**config.mk**
```make
export PLATFORM = sky130hd
export DESIGN_NAME = event_fifo_flat
export DESIGN_NICKNAME = d
export VERILOG_FILES = /design/src/rtl/event_fifo_if.sv /design/src/rtl/event_fifo.sv /design/src/flat_wrapper.sv
export SDC_FILE = /design/constraint.sdc
export NUM_CORES = 2
export LEC_CHECK = 0
export ABC_AREA = 1
export BUFFER_PORTS_ARGS = -buffer_cell sky130_fd_sc_hd__buf_2
export CAP_MARGIN = 10
export CORE_MARGIN = 2
export CORE_UTILIZATION = 45
export DETAILED_ROUTE_END_ITERATION = 12
export SLEW_MARGIN = 10
export SYNTH_ARGS = -nofsm -noshare
export SYNTH_HDL_FRONTEND = slang
export SYNTH_SLANG_ARGS = --single-unit
```
**constraint.sdc**
```tcl
create_clock -name sampling_clk -period 9.8 [get_ports sampling_clk]
set_input_delay 0.49 -clock sampling_clk [delete_from_list [all_inputs] [get_ports sampling_clk]]
set_output_delay 0.49 -clock sampling_clk [all_outputs]
set_load 0.01 [all_outputs]
```
**src/rtl/event_fifo_if.sv**
```systemverilog
// Frame handshake between capture (write side) and SPI readout (read side).
// master drives writes and pops; slave is the FIFO.
interface event_fifo_if #(
    parameter int FRAME_W = 128,
    parameter int DEPTH   = 8
);
    localparam int CNT_W = $clog2(DEPTH) + 1;

    logic               wr_en;
    logic [FRAME_W-1:0] wr_frame;
    logic               rd_done;
    logic [FRAME_W-1:0] rd_frame;
    logic               rd_valid;
    logic [CNT_W-1:0]   count;
    logic               full;
    logic               veto;
    logic               frame_dropped;
    logic [15:0]        overflow_count;

    modport master (
        output wr_en, wr_frame, rd_done,
        input  rd_frame, rd_valid, count, full, veto, frame_dropped, overflow_count
    );

    modport slave (
        input  wr_en, wr_frame, rd_done,
        output rd_frame, rd_valid, count, full, veto, frame_dropped, overflow_count
    );
endinterface

```
**src/rtl/event_fifo.sv**
```systemverilog
// Show-ahead event frame FIFO between trigger capture and SPI readout.
// Head frame is registered and held stable until the serializer pops it.
module event_fifo #(
    parameter int FRAME_W     = 128,
    parameter int DEPTH       = 8,
    parameter int AFULL_LEVEL = 6
) (
    input logic        sampling_clk,
    input logic        reset,
    event_fifo_if.slave fifo
);
    localparam int PTR_W = $clog2(DEPTH);
    localparam int CNT_W = PTR_W + 1;

    logic [FRAME_W-1:0] mem [DEPTH];
    logic [PTR_W-1:0]   wr_ptr, rd_ptr, rd_ptr_nxt;
    logic [CNT_W-1:0]   count_q, count_nxt;
    logic               rd_valid_q, dropped_q;
    logic [FRAME_W-1:0] rd_frame_q;
    logic [15:0]        ovf_q;

    logic               pop, push, drop, head_valid_nxt;
    logic [FRAME_W-1:0] head_nxt;

    always_comb begin
        // NOTE: every signal gets a default first so no path leaves it unassigned (no latch).
        pop            = fifo.rd_done && rd_valid_q;
        push           = fifo.wr_en && ((count_q != CNT_W'(DEPTH)) || pop);
        drop           = fifo.wr_en && !push;
        rd_ptr_nxt     = rd_ptr + PTR_W'(pop);
        count_nxt      = count_q + CNT_W'(push) - CNT_W'(pop);
        head_valid_nxt = (count_q != '0);
        head_nxt       = mem[rd_ptr];
        // On a pop the successor is already in memory, unless the only frame left is
        // the one being written this very edge; that one is forwarded straight in.
        if (pop) begin
            head_valid_nxt = (count_nxt != '0);
            head_nxt       = (count_q == CNT_W'(1)) ? fifo.wr_frame : mem[rd_ptr_nxt];
        end
    end

    // NOTE: frame storage is not reset; count and rd_valid already mark it as empty.
    always_ff @(posedge sampling_clk) begin
        if (push && !reset) mem[wr_ptr] <= fifo.wr_frame;
    end

    always_ff @(posedge sampling_clk) begin
        if (reset) begin
            wr_ptr     <= '0;
            rd_ptr     <= '0;
            count_q    <= '0;
            rd_valid_q <= 1'b0;
            rd_frame_q <= '0;
            dropped_q  <= 1'b0;
            ovf_q      <= '0;
        end else begin
            if (push) wr_ptr <= wr_ptr + PTR_W'(1);
            rd_ptr     <= rd_ptr_nxt;
            count_q    <= count_nxt;
            rd_valid_q <= head_valid_nxt;
            rd_frame_q <= head_nxt;
            dropped_q  <= drop;
            if (drop && (ovf_q != 16'hFFFF)) ovf_q <= ovf_q + 16'd1;
        end
    end

    assign fifo.rd_frame       = rd_frame_q;
    assign fifo.rd_valid       = rd_valid_q;
    assign fifo.count          = count_q;
    assign fifo.full           = (count_q == CNT_W'(DEPTH));
    assign fifo.veto           = (count_q >= CNT_W'(AFULL_LEVEL));
    assign fifo.frame_dropped  = dropped_q;
    assign fifo.overflow_count = ovf_q;
endmodule

```
**src/flat_wrapper.sv**
```systemverilog
// flat-port wrapper written by rule: the top's interface ports become plain ports
module event_fifo_flat 
#(
    parameter int FRAME_W     = 128,
    parameter int DEPTH       = 8,
    parameter int AFULL_LEVEL = 6
)
  (sampling_clk, reset, fifo_wr_en, fifo_wr_frame, fifo_rd_done, fifo_rd_frame, fifo_rd_valid, fifo_count, fifo_full, fifo_veto, fifo_frame_dropped, fifo_overflow_count);
  event_fifo_if #(.FRAME_W(FRAME_W), .DEPTH(DEPTH)) fifo_i ();
  input logic sampling_clk;
  input logic reset;
  input wire logic [$bits(fifo_i.wr_en)-1:0] fifo_wr_en;
  input wire logic [$bits(fifo_i.wr_frame)-1:0] fifo_wr_frame;
  input wire logic [$bits(fifo_i.rd_done)-1:0] fifo_rd_done;
  output wire logic [$bits(fifo_i.rd_frame)-1:0] fifo_rd_frame;
  output wire logic [$bits(fifo_i.rd_valid)-1:0] fifo_rd_valid;
  output wire logic [$bits(fifo_i.count)-1:0] fifo_count;
  output wire logic [$bits(fifo_i.full)-1:0] fifo_full;
  output wire logic [$bits(fifo_i.veto)-1:0] fifo_veto;
  output wire logic [$bits(fifo_i.frame_dropped)-1:0] fifo_frame_dropped;
  output wire logic [$bits(fifo_i.overflow_count)-1:0] fifo_overflow_count;
  assign fifo_i.wr_en = fifo_wr_en;
  assign fifo_i.wr_frame = fifo_wr_frame;
  assign fifo_i.rd_done = fifo_rd_done;
  assign fifo_rd_frame = fifo_i.rd_frame;
  assign fifo_rd_valid = fifo_i.rd_valid;
  assign fifo_count = fifo_i.count;
  assign fifo_full = fifo_i.full;
  assign fifo_veto = fifo_i.veto;
  assign fifo_frame_dropped = fifo_i.frame_dropped;
  assign fifo_overflow_count = fifo_i.overflow_count;
  event_fifo #(.FRAME_W(FRAME_W), .DEPTH(DEPTH), .AFULL_LEVEL(AFULL_LEVEL)) u_core (.sampling_clk(sampling_clk), .reset(reset), .fifo(fifo_i));
endmodule
```
==> results.sh <==
export IMPL_status="complete, no violations"
export IMPL_start_util=0.453
export IMPL_cellLeakagePower_nw=29.0
export IMPL_syn_area_mm2=0.0605
export IMPL_grt_max_degree=263
export IMPL_syn2layout_area_growth_pct=12.1
export IMPL_yosysWarnings=0
export IMPL_syn_nets=7403
export IMPL_arrival_ns=5.34
export IMPL_combPwrFrac=0.312
export IMPL_num_rows=134
export IMPL_cts_tree="yes"
export IMPL_fin_skew_ns=0.0240
export IMPL_first_pass_iters=6
export IMPL_synth_top_area_share=0.508
export IMPL_hpwl_um=89300
export IMPL_crit_type="flip-flop to flip-flop"
export IMPL_die_y_um=371
export IMPL_fin_crit_sh=0.476
export IMPL_pwr_share_clk=0.307
export IMPL_cts_sinks=1180
export IMPL_max_slew_margin_rel=0.195
export IMPL_max_stage_delay_ns=0.98
export IMPL_crit_path_cell_trace="buf_4, buf_4, buf_4, or2_1, nand3_1, nand2_1, nand2_1, nand3_1, nand2_1, nor2_1"
export IMPL_cts_root_buf="clkbuf_16"
export IMPL_wl_per_cell_um=19.6
export IMPL_cp_start_kind="flip-flop"
export IMPL_clk_pin_slew_ns=0.06
export IMPL_gp_congestion=0.786
export IMPL_vias=49638
export IMPL_nets=7528
export IMPL_cp_end_kind="flip-flop"
export IMPL_syn_avg_cell_area_um2=8.34
export IMPL_p_seq_frac=0.382
export IMPL_dieWidth_um=371
export IMPL_track_usage=0.260
export IMPL_io_pins=284
export IMPL_powerDensity_mw_per_mm2=230
export IMPL_multi_input_area_mm2=0.0213
export IMPL_max_freq_ghz=0.215
export IMPL_fillers=12323
export IMPL_drive_gt1_frac=0.0815
export IMPL_hold_viol=0
export IMPL_synth_top_area_cell="edfxtp_1"
export IMPL_clk_insertion_delay_late_ns=0.77
export IMPL_synth_main_ff_cell="edfxtp_1"
export IMPL_drtIter0Drc=4744
export IMPL_period_minus_slack_ns=4.66
export IMPL_vias_per_cell=5.36
export IMPL_whs_ns=0.0479
export IMPL_finalNonFillerCells=9263
export IMPL_setup_viol=0
export IMPL_slowest_stage="buf_4"
export IMPL_p_int_mw=10.1
export IMPL_p_sw_mw=5.56
export IMPL_antenna_found_initial=17
export IMPL_io_buffer_count=283
export IMPL_globalRoute_totalOverflow=0
export IMPL_max_cap_violations=0
export IMPL_crit_fanout=112
export IMPL_synthArstFlopShare=0
export IMPL_die_area_mm2=0.137
export IMPL_p_sw_frac=0.356
export IMPL_core_area_mm2=0.133
export IMPL_cts_setup_buffers=0
export IMPL_synth_area_leaders="edfxtp_1 51%, nand2_1 17%, nand3_1 6.5%, o211ai_1 5.6%, dfxtp_1 5.2%"
export IMPL_grt_setup_unrepaired="no"
export IMPL_drv_slew=0
export IMPL_cts_htree_levels=4
export IMPL_placed_cells=8906
export IMPL_fin_util=0.508
export IMPL_synth_edf_count=1024
export IMPL_required_ns=10.48
export IMPL_worst_slew_pin_slew_ns=1.21
export IMPL_ys_ff_latch=1180
export IMPL_synth_seq_area_share=0.560
export IMPL_grt_pass1_vias=46443
export IMPL_clk_path_buf_depth=3
export IMPL_netlist_cell_type_count=34
export IMPL_grt_pass1_wl_um=274000
export IMPL_wl_um=181000
export IMPL_syn_inst=7259
export IMPL_cts_buffers_inserted=136
export IMPL_seq_area_mm2=0.0339
export IMPL_ir_drop_uv=162
export IMPL_drtAntennaViolNets=0
export IMPL_finalSetupTns_ns=0
export IMPL_drc=0
export IMPL_hp_class="input port to flip-flop"
cells in the mapped netlist (2+ instances only):
master and number:
nand2_2 7, or2_1 100, dfxtp_1 156, nand2_1 2724, edfxtp_1 1024, or2_2 13, buf_6 4, clkinv_1 2
xor2_1 4, buf_2 314, buf_1 15, o211ai_1 455, clkbuf_1 107, o21ai_0 10, ha_1 11, a21oi_2 9
nand3_1 780, nand4_1 4, buf_4 30, inv_1 822, inv_2 19, a21oi_1 23, nor2_1 606, xnor2_1 6
nor2_2 2, nor3_1 4
metrics by stage:
| step | worst slack [ns] | total power [mW] | cell area, um^2 |
|---|---|---|---|
| 2_1_floorplan | -0.727 | 9.59 | 60500 |
| 5_1_grt | 4.84 | 16.5 | 67900 |
| 3_3_place_gp | 5.04 | 10.8 | 62600 |
| 6_report | 5.14 | 15.6 | 67900 |
| 4_1_cts | 5.26 | 15.7 | 67800 |
| 3_5_place_dp | 4.91 | 10.8 | 62600 |
layout make-up:
type / instances / share of cell area
repair buffers: 458 / 0.0459
clock buffers: 191 / 0.0562
clock inverters: 52 / 0.00490
flip-flops and latches: 1180 / 0.499
inverters: 844 / 0.0473
diodes: 6 / 0.000221
well taps: 1768 / 0.0326
multi-input cells: 4764 / 0.314
worst paths after layout:
kind / from / end / slack, ns / cells past startpoint
setup / recovery: u_core.rd_ptr[0] / u_core.fifo.rd_frame[118] / 5.14 / 10
setup reg to reg: u_core.rd_ptr[0] / u_core.fifo.rd_frame[118] / 5.14 / 10
hold / removal: fifo_wr_frame[119] / u_core.mem[6][119] / 0.05 / 1
hold reg to reg: u_core.fifo.overflow_count[15] / u_core.fifo.overflow_count[15] / 0.54 / 2
power groups by stage:
stage          registers, mW  logic [mW]  clock network, mW
2_1_floorplan           6.08        3.51                  0
3_3_place_gp            6.06        4.71                  0
3_5_place_dp            6.06        4.77                  0
4_1_cts                 5.96        4.83               4.88
5_1_grt                 5.98        5.45               5.07
6_report                5.96        4.86               4.79
timing repair:
action / CTS / global route
setup endpoints to repair: 0 / 0
hold buffers: 107 / 0
hold endpoints to repair: 819 / 0
resized for setup: 0 / 0
layout by cell type (no fill, tap or decap), types with 10 or more instances in the layout:
cell type,count
nand2_1,2723
edfxtp_1,1024
inv_1,817
nand3_1,779
nor2_1,602
o211ai_1,455
buf_2,283
dfxtp_1,153
clkbuf_16,139
dlygate4sd3_1,107
or2_1,100
buf_4,59
clkbuf_1,38
clkinv_1,23
a21oi_1,23
clkinv_2,20
inv_2,18
clkbuf_8,14
or2_2,13
o21ai_0,10
ha_1,10
routing by layer:
metal | GRT usage | up-vias | part of all wire
met4 | 0.0993 | 22 | 0.032
met1 | 0.350 | 23508 | 0.42
met2 | 0.422 | 1984 | 0.46
li1 | - | 23728 | -
met5 | 0 | - | 0.00080
met3 | 0.0428 | 396 | 0.080
sequential cells by signal, indices dropped and copies added (netlist names):
register and count:
u_core.mem 1024, u_core.fifo.rd_frame 128, u_core.fifo.overflow_count 16, u_core.fifo.count 4, u_core.rd_ptr 3, u_core.wr_ptr 3
u_core.fifo.frame_dropped 1, u_core.fifo.rd_valid 1
worst max-delay path: cells and delay by family (launching register included):
family | cells | cell delay (ns)
flops | 1 | 0.87
simple gates | 7 | 0.74
buf+inv | 3 | 2.77
cells by family after synthesis:
kind of cell    share of synthesized area
flops                               0.560
fa+ha+maj                         0.00260
compound gates                     0.0607
simple gates                        0.285
buf+inv                            0.0905
xor+xnor                          0.00145
Power figures use the tool's default switching activity.
